$ cat config.mk
export PLATFORM = sky130hd
export DESIGN_NAME = hilo_muldiv_flat
export DESIGN_NICKNAME = d
export VERILOG_FILES = /design/src/rtl/hilo_muldiv_if.sv /design/src/rtl/hilo_muldiv.sv /design/src/flat_wrapper.sv
export SDC_FILE = /design/constraint.sdc
export NUM_CORES = 1
export LEC_CHECK = 0
export CORE_AREA = 2 2 190 192
export DETAILED_ROUTE_END_ITERATION = 6
export DIE_AREA = 0 0 192 194
export GPL_ROUTABILITY_DRIVEN = 0
export PLACE_DENSITY = 0.71
export SLEW_MARGIN = 20
export SYNTH_ARGS = -nofsm -noshare
export SYNTH_HDL_FRONTEND = slang
export SYNTH_SLANG_ARGS = --single-unit
$ cat constraint.sdc
create_clock -name clk -period 7.35 [get_ports clk]
set_input_delay 0.735 -clock clk [delete_from_list [all_inputs] [get_ports clk]]
set_output_delay 0.735 -clock clk [all_outputs]
set_load 0.02 [all_outputs]
$ cat src/rtl/hilo_muldiv_if.sv
// rtl/hilo_muldiv_if.sv - EX-stage mult/div request and HILO write-back bundle
//
// master: EX stage side, drives start/funct/operands/flush and observes the result.
// slave : hilo_muldiv side, returns stall_req/busy and the HILO write strobe and data.
//   start, funct, operand_1, operand_2, flush  : request from EX
//   stall_req, busy                            : pipeline hold and activity
//   hi_write_data, lo_write_data, hilo_write_en: HILO register stage write port
interface hilo_muldiv_if #(
    parameter int DATA_W  = 32,
    parameter int FUNCT_W = 6
);
    logic               start;
    logic [FUNCT_W-1:0] funct;
    logic [DATA_W-1:0]  operand_1;
    logic [DATA_W-1:0]  operand_2;
    logic               flush;
    logic               stall_req;
    logic               busy;
    logic [DATA_W-1:0]  hi_write_data;
    logic [DATA_W-1:0]  lo_write_data;
    logic               hilo_write_en;

    modport master (
        output start, funct, operand_1, operand_2, flush,
        input  stall_req, busy, hi_write_data, lo_write_data, hilo_write_en
    );

    modport slave (
        input  start, funct, operand_1, operand_2, flush,
        output stall_req, busy, hi_write_data, lo_write_data, hilo_write_en
    );
endinterface

$ cat src/rtl/hilo_muldiv.sv
// rtl/hilo_muldiv.sv - iterative 32-step MULT/MULTU/DIV/DIVU unit feeding HILO
//
// Ports:
//   clk  : rising-edge clock
//   rst  : synchronous reset, active-high
//   bus  : hilo_muldiv_if.slave (request in, stall/busy and HILO write out)
module hilo_muldiv #(
    parameter int DATA_W  = 32,
    parameter int FUNCT_W = 6,
    parameter int STEPS   = 32
) (
    input  logic           clk,
    input  logic           rst,
    hilo_muldiv_if.slave   bus
);
    localparam logic [FUNCT_W-1:0] F_MULT  = FUNCT_W'('h18);
    localparam logic [FUNCT_W-1:0] F_MULTU = FUNCT_W'('h19);
    localparam logic [FUNCT_W-1:0] F_DIV   = FUNCT_W'('h1A);
    localparam logic [FUNCT_W-1:0] F_DIVU  = FUNCT_W'('h1B);

    typedef enum logic [1:0] {IDLE, RUN, DONE} state_t;

    state_t              state_q;
    logic                div_q, signed_q, sign1_q, sign2_q;
    logic [DATA_W-1:0]   mcand_q;      // multiplicand magnitude, or divisor magnitude
    logic [2*DATA_W-1:0] acc_q;        // mult: {partial hi, remaining multiplier}; div: {remainder, dividend/quotient}
    logic [5:0]          cnt_q;
    logic [DATA_W-1:0]   hi_q, lo_q;

    logic                valid_funct, req_div, req_signed, accept;
    logic [DATA_W-1:0]   abs1, abs2;
    logic [DATA_W:0]     mul_sum, div_shift, div_diff;
    logic [2*DATA_W-1:0] mul_next, div_next, step_next, prod;
    logic [DATA_W-1:0]   quo, rem, res_hi, res_lo;

    always_comb begin
        valid_funct = (bus.funct == F_MULT) || (bus.funct == F_MULTU) ||
                      (bus.funct == F_DIV)  || (bus.funct == F_DIVU);
        req_div     = (bus.funct == F_DIV)  || (bus.funct == F_DIVU);
        req_signed  = (bus.funct == F_MULT) || (bus.funct == F_DIV);
        accept      = bus.start && valid_funct && !bus.flush && (state_q == IDLE);

        abs1 = (req_signed && bus.operand_1[DATA_W-1]) ? -bus.operand_1 : bus.operand_1;
        abs2 = (req_signed && bus.operand_2[DATA_W-1]) ? -bus.operand_2 : bus.operand_2;

        // Shift-add: add multiplicand to the upper half when the current multiplier
        // LSB is set, then shift the whole accumulator right (carry enters at top).
        mul_sum  = {1'b0, acc_q[2*DATA_W-1:DATA_W]} + (acc_q[0] ? {1'b0, mcand_q} : '0);
        mul_next = {mul_sum, acc_q[DATA_W-1:1]};

        // Restoring divide: bring the next dividend bit into the remainder and try
        // the subtract; a borrow (bit DATA_W) means restore and shift in a 0.
        div_shift = {acc_q[2*DATA_W-1:DATA_W], acc_q[DATA_W-1]};
        div_diff  = div_shift - {1'b0, mcand_q};
        div_next  = div_diff[DATA_W] ? {div_shift[DATA_W-1:0], acc_q[DATA_W-2:0], 1'b0}
                                     : {div_diff[DATA_W-1:0],  acc_q[DATA_W-2:0], 1'b1};

        step_next = div_q ? div_next : mul_next;

        // Sign fix-up applied to the final step's result on the way into DONE.
        prod = (signed_q && (sign1_q ^ sign2_q)) ? -step_next : step_next;
        quo  = step_next[DATA_W-1:0];
        rem  = step_next[2*DATA_W-1:DATA_W];
        if (signed_q && (sign1_q ^ sign2_q)) quo = -quo;
        if (signed_q && sign1_q)             rem = -rem;

        res_hi = div_q ? rem : prod[2*DATA_W-1:DATA_W];
        res_lo = div_q ? quo : prod[DATA_W-1:0];
    end

    always_ff @(posedge clk) begin
        if (rst) begin
            state_q  <= IDLE;
            div_q    <= 1'b0;
            signed_q <= 1'b0;
            sign1_q  <= 1'b0;
            sign2_q  <= 1'b0;
            mcand_q  <= '0;
            acc_q    <= '0;
            cnt_q    <= '0;
            hi_q     <= '0;
            lo_q     <= '0;
        end else begin
            case (state_q)
                IDLE: begin
                    if (accept) begin
                        div_q    <= req_div;
                        signed_q <= req_signed;
                        sign1_q  <= req_signed & bus.operand_1[DATA_W-1];
                        sign2_q  <= req_signed & bus.operand_2[DATA_W-1];
                        mcand_q  <= req_div ? abs2 : abs1;
                        acc_q    <= {{DATA_W{1'b0}}, (req_div ? abs1 : abs2)};
                        cnt_q    <= '0;
                        if (req_div && (bus.operand_2 == '0)) begin
                            hi_q    <= bus.operand_1;
                            lo_q    <= '1;
                            state_q <= DONE;
                        end else begin
                            state_q <= RUN;
                        end
                    end
                end
                RUN: begin
                    if (bus.flush) begin
                        state_q <= IDLE;
                    end else begin
                        acc_q <= step_next;
                        cnt_q <= cnt_q + 6'd1;
                        if (cnt_q == 6'(STEPS - 1)) begin
                            hi_q    <= res_hi;
                            lo_q    <= res_lo;
                            state_q <= DONE;
                        end
                    end
                end
                DONE:    state_q <= IDLE;
                default: state_q <= IDLE;
            endcase
        end
    end

    // stall_req is low in DONE so the instruction retires with the HILO write.
    assign bus.stall_req     = accept || ((state_q == RUN) && !bus.flush);
    assign bus.busy          = (state_q != IDLE);
    assign bus.hilo_write_en = (state_q == DONE) && !bus.flush;
    assign bus.hi_write_data = hi_q;
    assign bus.lo_write_data = lo_q;
endmodule

$ cat src/flat_wrapper.sv
// flat-port wrapper written by rule: the top's interface ports become plain ports
module hilo_muldiv_flat 
#(
    parameter int DATA_W  = 32,
    parameter int FUNCT_W = 6,
    parameter int STEPS   = 32
)
  (clk, rst, bus_start, bus_funct, bus_operand_1, bus_operand_2, bus_flush, bus_stall_req, bus_busy, bus_hi_write_data, bus_lo_write_data, bus_hilo_write_en);
  hilo_muldiv_if #(.DATA_W(DATA_W), .FUNCT_W(FUNCT_W)) bus_i ();
  input  logic clk;
  input  logic rst;
  input wire logic [$bits(bus_i.start)-1:0] bus_start;
  input wire logic [$bits(bus_i.funct)-1:0] bus_funct;
  input wire logic [$bits(bus_i.operand_1)-1:0] bus_operand_1;
  input wire logic [$bits(bus_i.operand_2)-1:0] bus_operand_2;
  input wire logic [$bits(bus_i.flush)-1:0] bus_flush;
  output wire logic [$bits(bus_i.stall_req)-1:0] bus_stall_req;
  output wire logic [$bits(bus_i.busy)-1:0] bus_busy;
  output wire logic [$bits(bus_i.hi_write_data)-1:0] bus_hi_write_data;
  output wire logic [$bits(bus_i.lo_write_data)-1:0] bus_lo_write_data;
  output wire logic [$bits(bus_i.hilo_write_en)-1:0] bus_hilo_write_en;
  assign bus_i.start = bus_start;
  assign bus_i.funct = bus_funct;
  assign bus_i.operand_1 = bus_operand_1;
  assign bus_i.operand_2 = bus_operand_2;
  assign bus_i.flush = bus_flush;
  assign bus_stall_req = bus_i.stall_req;
  assign bus_busy = bus_i.busy;
  assign bus_hi_write_data = bus_i.hi_write_data;
  assign bus_lo_write_data = bus_i.lo_write_data;
  assign bus_hilo_write_en = bus_i.hilo_write_en;
  hilo_muldiv #(.DATA_W(DATA_W), .FUNCT_W(FUNCT_W), .STEPS(STEPS)) u_core (.clk(clk), .rst(rst), .bus(bus_i));
endmodule
Yosys cells after proc, flatten, opt, wreduce, memory -nomap -nowiden:

Cells that the tools add are included.

* bits in registers: 172
* bits in latches: 0
* RAM bits: 0
* memory bits (read-only): 0
* bits of input ports: 74
* output and inout port bits: 67
* word-level logic and storage cells: 91
* memories kept: 0

* $add $sub $neg: 8
* multipliers: 0
* divide/modulo/power cells: 0
* order comparisons: 0
* eq/ne operators: 12
* shift operators: 0
* multiplexer cells: 33
* bitwise operators: 3
* reduce and logical (&&, ||, !) cells: 25

Operator list (count)
* two-way mux 32 bit: 17
* two-way mux 64 bit: 5
* negation 32 bit: 4
* case mux 32 bit (2 select lines): 2
* case mux 64 bit (2 select lines): 1
* negation 64 bit: 1
* adder 32 x 33 -> 33 bit: 1
* subtractor 33 x 32 -> 33 bit: 1
* logical NOT 32 bit: 1
* equality test 6 x 5 -> 1 bit (second input constant): 5
* two-way mux 6 bit: 2
* case mux 6 bit (2 select lines): 1
* logical AND 1 bit: 10
* two-way mux 2 bit: 4
* adder 6 x 1 -> 6 bit (second input constant): 1
* logical OR 1 bit: 6
* AND reduction 5 bit: 1
* != test 2 x 1 -> 1 bit (second input constant): 2
* != test 2 bit (second input constant): 2
* case mux 2 bit (2 select lines): 1
* AND reduction 2 bit: 2
* nonzero test 2 bit: 2
* != test 3 x 2 -> 1 bit (second input constant): 1
* AND reduction 3 bit: 1
* other kinds (6): 7

Depth between registers and ports, before layout:

* depth in word-level cells: 9
* mapped depth: 24
* depth with buffers taken out: 23

Worst setup path after synthesis:

No wires, ideal clock.

* kind: register -> register
* start: register u_core.acc_q[31]
* end: register u_core.hi_q[26], in the netlist u_core.bus.hi_write_data[26]
* library setup time: 87 ps
* arrival time: 4968 ps
* setup slack: 2294 ps
* cell stages (with the launch flop): 25
* cell sequence: dfxtp_1 > inv_1 > ha_1 > fa_1 > nand2b_1 > a211oi_2 > o2111ai_2 > a211o_1 > a211oi_4 > buf_4 > buf_4 > buf_4 > buf_2 > nand2_1 > o21ai_0 > a21oi_1 > inv_1 > ha_1 > o2111ai_1 > or4_1 > nor3_1 > a221oi_1 > mux2i_1 > and4_1 > o31ai_1

* word-level cells in the longest chain between the ends: 9

Ends and longest elaborated chain
* start: declaration: RTL line hilo_muldiv.sv:26 `logic [2*DATA_W-1:0] acc_q;`
* start signal: assignment: RTL line hilo_muldiv.sv:92 `acc_q <= {{DATA_W{1'b0}}, (req_div ? abs1 : abs2)};`
* start signal: assignment: RTL line hilo_muldiv.sv:107 `acc_q <= step_next;`
* subtractor 33 x 32 -> 33 bit: RTL line hilo_muldiv.sv:54 `div_diff = div_shift - {1'b0, mcand_q};`
* two-way mux 64 bit: RTL line hilo_muldiv.sv:55 `div_next = div_diff[DATA_W] ? {div_shift[DATA_W-1:0], acc_q[DATA_W-2:0], 1'b0}`
* two-way mux 64 bit *: RTL line hilo_muldiv.sv:58 `step_next = div_q ? div_next : mul_next;`
* negation 64 bit or negation 32 bit (tied branches): RTL line hilo_muldiv.sv:61, hilo_muldiv.sv:65
* two-way mux 64 bit or two-way mux 32 bit (tied branches): RTL line hilo_muldiv.sv:61, hilo_muldiv.sv:65
* two-way mux 32 bit *: RTL line hilo_muldiv.sv:67 `res_hi = div_q ? rem : prod[2*DATA_W-1:DATA_W];`
* two-way mux 32 bit *: RTL line hilo_muldiv.sv:109 `if (cnt_q == 6'(STEPS - 1)) begin`
* two-way mux 32 bit *: RTL line hilo_muldiv.sv:104 `if (bus.flush) begin`
* case mux 32 bit (2 select lines) *: RTL line hilo_muldiv.sv:84 `case (state_q)`
* end signal: assignment: RTL line hilo_muldiv.sv:95 `hi_q <= bus.operand_1;`
* end signal: assignment: RTL line hilo_muldiv.sv:110 `hi_q <= res_hi;`
* end: declaration: RTL line hilo_muldiv.sv:28 `logic [DATA_W-1:0] hi_q, lo_q;`

Every way passes the cells marked *; elsewhere a longest branch is shown, timed or not. The select of a mux whose other input is x is not followed.
A chain may end at the register's enable or synchronous reset.

Worst setup path after layout:

* start: register u_core.acc_q[31]
* end: register u_core.hi_q[24], in the netlist u_core.bus.hi_write_data[24]

Same word-level chain as after synthesis.

==> qor.txt <==
Leak Pwr = 6.71 nW
Final setup viols = 0
Yosys cell types = 85
CP max stage delay = 620 ps
Slew @ Worst Pin = 1160 ps
Core ar. = 35200 um2
H-tree depth = 4
Outcome = complete, no violations
F_max = 164 MHz
Register area share after synthesis = 22.0%
Synthesis-to-finish area growth = 14.2%
Sink Count = 172
DR pass1 iterations = 6
Most frequent cells in the layout = nand2_1, a21oi_1, nor2_1, dfxtp_1, clkdlybuf4s50_1
Sw Ratio = 31.0%
Min Tclk post-route = 6100 ps
GRT Total Usage = 32.0%
Pre-CTS setup slack = 1500 ps
Int Power = 1.52 mW
CP top delay family = compound AO/OA/AOI/OAI gates
Final hold vios = 0
Synth Area in XOR/XNOR = 8.79%
I/O Pins = 141
Ranking of synthesized cells by area = dfxtp_1, nand2_1, a21oi_1
Reg-to-Reg Start = u_core.acc_q[31]$_SDFFE_PP0P_
Global-route wire length before repair = 93.8 mm
Die ar. = 37200 um2
Vias/cell = 6.46
Switching power = 683 uW
Site Rows = 69
Dpl cells = 2718
Slew Viols, Final = 0
Clock buffer depth = 2
Via count = 17.8k
#FFs+latches synth = 172
Post-Synth Simple-Gate Area = 26.1%
Post-synth EDFFs = 0
Main combinational cell family by area after synthesis = compound AO/OA/AOI/OAI gates
Leading area contributor after synthesis = dfxtp_1
CP Buf/Inv Count = 1
Avg Inst Size Synth = 6.99 um2
DP Area = 17300 um2
Final Cycle Share = 83.0%
CTS root buf = clkbuf_16
CP cell instances = inv_1, ha_1, fa_1, nand2b_1, a211oi_2, o2111ai_2, a2111oi_2, a211o_1, nor2_1, a21oi_1, ha_1, nand2_1, nor2_1, and3_1, and3_1, a21oi_1, nor2_1, o21ai_0, a21oi_1, a21oi_1, xnor2_1, a211oi_1
HP Start = u_core.bus.lo_write_data[0]$_SDFFE_PP0P_
Setup ws final = 1250 ps
Routed wire length = 60.3 mm
DRC Markers = 0
Mapped Cells = 2238
RSZ-0062 raised after global routing = no
Final Cell Area = 17900 um2
Most common cell after layout, fill and taps aside = nand2_1
Largest net degree at the start of global routing = 80
Routed WL per cell = 21.9 um
Nets = 2421
Pwr dens = 123 nW/um2
Relative slew slack = 21.9%
Clk Latency, worst-skew pair = 450 ps
Comb power frac = 15.3%
Hold_ws = 460 ps
Number of CTS-inserted buffers = 17
CP Launch Type = register
Power, Total = 2.20 mW
Worst r2r path cells = 22
Adder-cell share of the synthesized area = 5.77%
CTS resizes = 0
Die height = 194 um
Fillers = 3504
Hold path endpoint = u_core.bus.lo_write_data[0]$_SDFFE_PP0P_
Crit path DAT = 6460 ps
Register area = 3450 um2
Fraction of layout cells with a size suffix above 1 = 4.94%
Setup CP Type = register to register
Worst vdd ir = 167 uV
Vias in the first global route = 16.2k
Port Buffers = 140
Area of the mapped netlist = 15700 um2
YS warnings = 0
Antenna violations before repair = 1
Setup TNS = 0 ps
Share of flip-flops with an asynchronous set or reset = 0%
CTS Hold Buffers Added = 0
Synth Area in Compound Gates = 28.2%
Initial Utilization = 44.4%
Syn Nets = 2383
Post-Layout Cell Count = 2750
Mux contribution to synthesized area = 3.73%
Hpwl dp = 46.2 mm
Post-CTS setup buffers = 0
Clock skew = 20.3 ps
R2r endpoint = u_core.bus.hi_write_data[24]$_SDFFE_PP0P_
Most used DFF post-synth = dfxtp_1
Antenna viol nets, final = 0
DRT iter0 DRCs = 2515
Synth top area share = 22.0%
Total global routing overflow = 0
CP Max Fanout = 6
Worst Path Required = 7710 ps
Hold depth = 2
Die X = 192 um
Final Util = 50.7%
Ant. Diodes = 0
Clock network fraction of design power = 41.9%
Max_cap viols = 0
Most frequent CP cell = a21oi_1
Reg power frac = 42.7%
Crit. End Element = register
CTS tree = done
Area of the multi-input gates = 11400 um2
Hold Path Class = register to register
Clk slew on worst S/H paths = 70 ps
Worst path slowest cell = a2111oi_2
Flop2flop setup slack = 1250 ps
[layer usage]
metal,vias up,GRT usage [%],wire (um)
li1,8187,-,-
met1,8321,43.2,24200
met2,1078,49.2,26500
met3,173,6.01,6600
met4,0,15.0,3050
met5,-,0,0
[power by group through the flow]
stage	Combinational [mW]	Clock, mW	Sequential, mW
floorplan	0.193	0	0.961
global placement	0.322	0	0.963
detailed placement	0.326	0	0.963
CTS	0.328	0.920	0.941
global route	0.359	0.964	0.942
finish	0.338	0.923	0.941
[how the worst max path moves through the flow]
stage / from / to / slack, ps / cells after the start
after floorplan: u_core.acc_q[31]$_SDFFE_PP0P_ / u_core.bus.hi_write_data[26]$_SDFFE_PP0P_ / 2290 / 24
after global placement: u_core.acc_q[31]$_SDFFE_PP0P_ / u_core.bus.hi_write_data[24]$_SDFFE_PP0P_ / 1680 / 22
after detailed placement: u_core.acc_q[31]$_SDFFE_PP0P_ / u_core.bus.hi_write_data[24]$_SDFFE_PP0P_ / 1500 / 22
after CTS: u_core.acc_q[31]$_SDFFE_PP0P_ / u_core.bus.hi_write_data[24]$_SDFFE_PP0P_ / 1460 / 22
after global routing: u_core.acc_q[31]$_SDFFE_PP0P_ / u_core.bus.hi_write_data[24]$_SDFFE_PP0P_ / 970 / 22
final: u_core.acc_q[31]$_SDFFE_PP0P_ / u_core.bus.hi_write_data[24]$_SDFFE_PP0P_ / 1250 / 22
[synthesized netlist by cell type, types with 37 or more instances]
cell type  count
inv_1         67
nand2_1      314
xor2_1        79
a21oi_1      232
nor3_1        68
ha_1          69
o21ai_0      123
clkbuf_1     113
o211ai_1      55
xnor2_1       78
nand3_1       92
mux2i_1       48
and2_1        46
a31oi_1       37
dfxtp_1      172
nor2_1       227
[tightest hold or removal path, cell delays in order (launching register included)]
cell and delay [ps]:
dfxtp_1 310, nand2_1 50, a21oi_1 50
[state kept, by name, indices dropped and copies added, names as in the netlist]
register                  count
u_core.sign1_q                1
u_core.bus.hi_write_data     32
u_core.signed_q               1
u_core.acc_q                 64
u_core.mcand_q               32
u_core.sign2_q                1
u_core.div_q                  1
u_core.state_q                2
u_core.bus.lo_write_data     32
u_core.cnt_q                  6
[logic make-up after synthesis]
kind of cell,after synthesis
and+or+nand+nor,885
adders and majority gates,71
DFF,172
buffers and inverters,215
muxes,57
AOI/OAI and AO/OA,681
xor gates and xnor gates,157
[cell type report]
cell class / count / area share (%)
Multi-Input combinational cell: 1851 / 63.8
Sequential cell: 172 / 19.3
Timing Repair Buffer: 166 / 8.99
Tap cell: 461 / 3.23
Clock buffer: 18 / 2.46
Inverter: 68 / 1.43
Clock inverter: 14 / 0.791
Note: power is estimated with default switching activity, not from simulation.
==> edit 1 (same settings) <==
`FUNCT_W` is set to 6 in 3 places; all go to 7.
--- a/src/rtl/hilo_muldiv_if.sv
+++ b/src/rtl/hilo_muldiv_if.sv
@@ -7,7 +7,7 @@
 //   hi_write_data, lo_write_data, hilo_write_en: HILO register stage write port
 interface hilo_muldiv_if #(
     parameter int DATA_W  = 32,
-    parameter int FUNCT_W = 6
+    parameter int FUNCT_W = 7
 );
     logic               start;
     logic [FUNCT_W-1:0] funct;
--- a/src/rtl/hilo_muldiv.sv
+++ b/src/rtl/hilo_muldiv.sv
@@ -6,7 +6,7 @@
 //   bus  : hilo_muldiv_if.slave (request in, stall/busy and HILO write out)
 module hilo_muldiv #(
     parameter int DATA_W  = 32,
-    parameter int FUNCT_W = 6,
+    parameter int FUNCT_W = 7,
     parameter int STEPS   = 32
 ) (
     input  logic           clk,
--- a/src/flat_wrapper.sv
+++ b/src/flat_wrapper.sv
@@ -2,7 +2,7 @@
 module hilo_muldiv_flat 
 #(
     parameter int DATA_W  = 32,
-    parameter int FUNCT_W = 6,
+    parameter int FUNCT_W = 7,
     parameter int STEPS   = 32
 )
   (clk, rst, bus_start, bus_funct, bus_operand_1, bus_operand_2, bus_flush, bus_stall_req, bus_busy, bus_hi_write_data, bus_lo_write_data, bus_hilo_write_en);
Ports: changed (resized bus_funct); port bits go from 141 to 142. No check against the original RTL was run, so the function may have changed too.
==> edit 1 against the unedited design <==
Power fell by 3.6%; routed wire length rose by 2.9%; core utilization rose by 0.17 points; design area rose by 0.34%; first-iteration DRC count fell by 1.5%; clock power rose by 0.9%; synthesized area rose by 0.43%; sequential cell count did not move; fmax fell by 1.7%; largest cell class unchanged; setup slack got worse by 0.11 ns; sequential power fell by 0.5%.
==> edit 1: results (changes against the unedited design) <==
seq_area_sq_mm: 0.00345  # about the same
synth_mux_area_frac: 0.0334  # -0.00398
n_all_buffers: 164  # -1.2%
synth_xor_area_frac: 0.0880  # +0.000180
netSwitchingPower_mw: 0.632  # -7.5%
clock_skew_ns: 0.0139  # -0.00645 ns
p_leak_nw: 6.55  # -2.5%
total_power_mw: 2.12  # -3.6%
critPathMaxStageDelay_ns: 0.89  # +0.27 ns
first_iter_violations: 2478  # -1.5%
critical_path.top_delay_family: "simple AND/OR/NAND/NOR gates"
antenna_found_initial: 2  # +1
synthTopCellsByArea: "dfxtp_1 22%, a21oi_1 7.5%, nand2_1 7.4%"
place_ws_ns: 1.48  # -0.0235 ns
avgSynthCellArea_sq_um: 6.99  # about the same
routedWlPerCell_microns: 22.5  # +2.4%
grt_max_degree: 74  # -7.5%
flops_and_latches: 172  # unchanged
crit_slowest_cell: "nor4_1"
buffer_area_frac: 0.0882  # -0.00170
multi_input_area_share: 0.641  # +0.00254
synthAdderAreaFrac: 0.0575  # -0.000248
synth_compound_area_frac: 0.283  # +0.000776
worst_pin_slew_ns: 1.14  # -0.0260 ns
ys_types: 92  # +8.2%
clkCellAreaFrac: 0.0326  # +0.000101
viasPerCell: 6.55  # +1.4%
portBuffers: 141  # +0.71%
grtUsageTotal: 0.326  # +0.00618
multi_input_gates: 1867  # +0.86%
dp_cells: 2731  # +0.48%
clk_pin_slew_ns: 0.08
placed_area_sq_mm: 0.0173  # +0.29%
yosysSeqAreaShare: 0.219  # -0.000946
irDropWorstVdd_uv: 173  # +3.2%
syn_nets: 2394  # +0.46%
comb_power_share: 0.121  # -0.032
status: "finished clean"
antennaDiodeCount: 1  # +1
n_all_inverters: 67  # -1.5%
layout-drive-gt1-share: 0.0469  # -0.00245
fillerInstances: 3464  # -1.1%
seq_share: 0.192  # -0.000716
p_seq_mw: 0.936  # -0.5%
grt_pass1_vias: 16700  # +2.7%
grt_pass1_wl_microns: 95100  # +1.4%
[edit 1: layer usage]
layer	wire, microns	GRT usage	up-vias
li1	-	-	8220
met1	24800	0.432	8480
met2	26900	0.499	1190
met3	7010	0.0700	212
met4	3390	0.166	2
met5	13	0	-
[edit 1: worst paths after layout]
check	start	to	slack, ns	cells past startpoint
worst max-delay path	u_core.acc_q[31]$_SDFFE_PP0P_	u_core.bus.hi_write_data[30]$_SDFFE_PP0P_	1.14	23
worst min-delay path	u_core.bus.hi_write_data[17]$_SDFFE_PP0P_	u_core.bus.hi_write_data[17]$_SDFFE_PP0P_	0.46	2
worst max register to register	u_core.acc_q[31]$_SDFFE_PP0P_	u_core.bus.hi_write_data[30]$_SDFFE_PP0P_	1.14	23
worst min register to register	u_core.bus.hi_write_data[17]$_SDFFE_PP0P_	u_core.bus.hi_write_data[17]$_SDFFE_PP0P_	0.46	2
==> edit 2 (same settings) <==
Without the edit above. Encoding of `state_t`: now one-hot (3 bits for 3 states).
--- a/src/rtl/hilo_muldiv.sv
+++ b/src/rtl/hilo_muldiv.sv
@@ -18,7 +18,7 @@
     localparam logic [FUNCT_W-1:0] F_DIV   = FUNCT_W'('h1A);
     localparam logic [FUNCT_W-1:0] F_DIVU  = FUNCT_W'('h1B);
 
-    typedef enum logic [1:0] {IDLE, RUN, DONE} state_t;
+    typedef enum logic [2:0] {IDLE = 3'b001, RUN = 3'b010, DONE = 3'b100} state_t;
 
     state_t              state_q;
     logic                div_q, signed_q, sign1_q, sign2_q;
Function: same outputs for any inputs over 4 cycles, from zero or initial values and one cycle with rst high; so few cycles prove little.
==> edit 2 against the unedited design <==
Sequential cell count rose by 1; synthesized area is 2.8% higher; setup slack got worse by 0.14 ns; sequential power barely moved; first-iteration DRC count rose by 3.1%; core utilization rose by 0.90 points; count of clock-buffer cells in the layout is 1 higher; largest power group unchanged; global-route usage grew 0.32 points; sequential share of layout area is 0.23 points lower; design area is 1.8% higher; power up 0.95%; routed wire length up 2.4%; largest cell class unchanged; synthesized cell count rose by 1.1%.
==> edit 2: results (changes against the unedited design) <==
clk_pin_slew_ns: 0.07  # about the same
ys_types: 103  # +21%
avgSynthCellArea_sq_um: 7.11  # +1.7%
synth_xor_area_frac: 0.0903  # +0.00248
layout-drive-gt1-share: 0.0523  # +0.00294
yosysSeqAreaShare: 0.215  # -0.00481
comb_power_share: 0.154
synthTopCellsByArea: "dfxtp_1 22%, nand2_1 7.3%, nor2_1 6.4%"
crit_fanout: 8  # +2
placed_area_sq_mm: 0.0176  # +1.8%
grt_pass1_wl_microns: 94200  # +0.49%
reg2reg_depth: 24  # +9.1%
dr.pass1.iters: 7  # +1
cts_resized: 0  # unchanged
antennaDiodeCount: 0  # unchanged
viasPerCell: 6.53  # +1.2%
p_leak_nw: 6.78  # +0.92%
fillerInstances: 3420  # -2.4%
antenna_found_initial: 0  # -1
dp_cells: 2723  # +0.18%
synth_compound_area_frac: 0.295  # +0.0129
synthTopCellsByCount: "311 x nand2_1, 276 x nor2_1, 203 x a21oi_1, 173 x dfxtp_1, 119 x clkbuf_1"
period_minus_slack_ns: 6.24  # +0.143 ns
hpwl_microns: 46900  # +1.4%
r2r_slack_ns: 1.11  # -0.14 ns
grtUsageTotal: 0.323  # +0.00322
irDropWorstVdd_uv: 182  # +9.0%
fin_hold_ws_ns: 0.452  # -0.00809 ns
first_iter_violations: 2592  # +3.1%
netSwitchingPower_mw: 0.675  # -1.3%
clock_skew_ns: 0.0119  # -0.00844 ns
relSlewSlack: 0.136  # -0.0834
largest_reg_flops: 64  # unchanged
arrival_ns: 6.61  # +0.15 ns
grt_pass1_vias: 16200  # +0.043%
synthAdderAreaFrac: 0.0561  # -0.00159
grt_max_degree: 112  # +40%
syn_nets: 2407  # +1.0%
wirelength_microns: 61800  # +2.4%
place_ws_ns: 1.31  # -0.188 ns
vias: 18000  # +1.4%
synth_mux_area_frac: 0.0301  # -0.00725
status: "finished clean"
-- edit 2: cell types whose count changed in the layout (fill, tap and decap cells not counted), moves of 10 or more --
| cell | change |
|---|---|
| and2_1 | -28 |
| nor2_1 | +51 |
| a21oi_1 | -30 |
| o211ai_1 | +17 |
| a31oi_1 | +14 |
| o21ai_0 | -30 |
| a311oi_1 | +25 |
| nand3_1 | -38 |
| nand4_1 | +12 |
| a21o_1 | +10 |
-- edit 2: kinds of logic after synthesis --
logic type,count (synthesis)
AOI/OAI and AO/OA,690
xor gates and xnor gates,166
adders and majority gates,71
buffers and inverters,224
DFF,173
muxes,47
and+or+nand+nor,891
-- edit 2: power groups by stage --
stage | Clock, mW | Combinational, mW | Sequential [mW]
floorplan | 0 | 0.207 | 0.965
global placement | 0 | 0.321 | 0.965
detailed placement | 0 | 0.324 | 0.965
CTS | 0.938 | 0.326 | 0.943
global route | 0.978 | 0.358 | 0.944
finish | 0.938 | 0.342 | 0.943
-- edit 2: path summary, 6_finish.rpt --
path	start	endpoint
worst min register to register	u_core.mcand_q[22]$_SDFFE_PP0P_	u_core.mcand_q[22]$_SDFFE_PP0P_
worst max-delay path	u_core.acc_q[31]$_SDFFE_PP0P_	u_core.bus.hi_write_data[30]$_SDFFE_PP0P_
worst max register to register	u_core.acc_q[31]$_SDFFE_PP0P_	u_core.bus.hi_write_data[30]$_SDFFE_PP0P_
worst min-delay path	u_core.mcand_q[22]$_SDFFE_PP0P_	u_core.mcand_q[22]$_SDFFE_PP0P_
-- edit 2: routing by layer --
metal | global-route usage | up-vias | wire length, microns
met2 | 0.456 | 1168 | 25300
met5 | 0 | - | 0
li1 | - | 8292 | -
met4 | 0.151 | 0 | 3300
met3 | 0.0981 | 168 | 8150
met1 | 0.447 | 8372 | 25000
-- edit 2: cell type report --
type	count	area [sq um]	share of cell area
tap	461	577	0.0317
sequential	173	3470	0.191
inverter	62	233	0.0128
clock buffer	19	433	0.0238
multi-input combinational	1865	11700	0.646
clock inverter	13	153	0.00839
timing repair buffer	162	1580	0.0867
-- edit 2: worst max-delay path, stage by stage, from the launching register on --
cell and delay (ns):
dfxtp_1 0.42, inv_1 0.07, ha_1 0.24, fa_1 0.42
nand2b_1 0.18, a21o_1 0.26, a311o_1 0.46, a21oi_4 0.24
a211oi_4 0.05, nand2_1 0.33, a21boi_0 0.42, ha_1 0.33
o21ai_0 0.15, nor4_1 0.22, and3_1 0.32, a31o_2 0.23
o21ai_0 0.21, nor3_1 0.25, buf_4 0.19, nor2_1 0.08
nor2_1 0.32, a41oi_2 0.17, xor2_1 0.18, a211o_1 0.32
a21oi_2 0.13
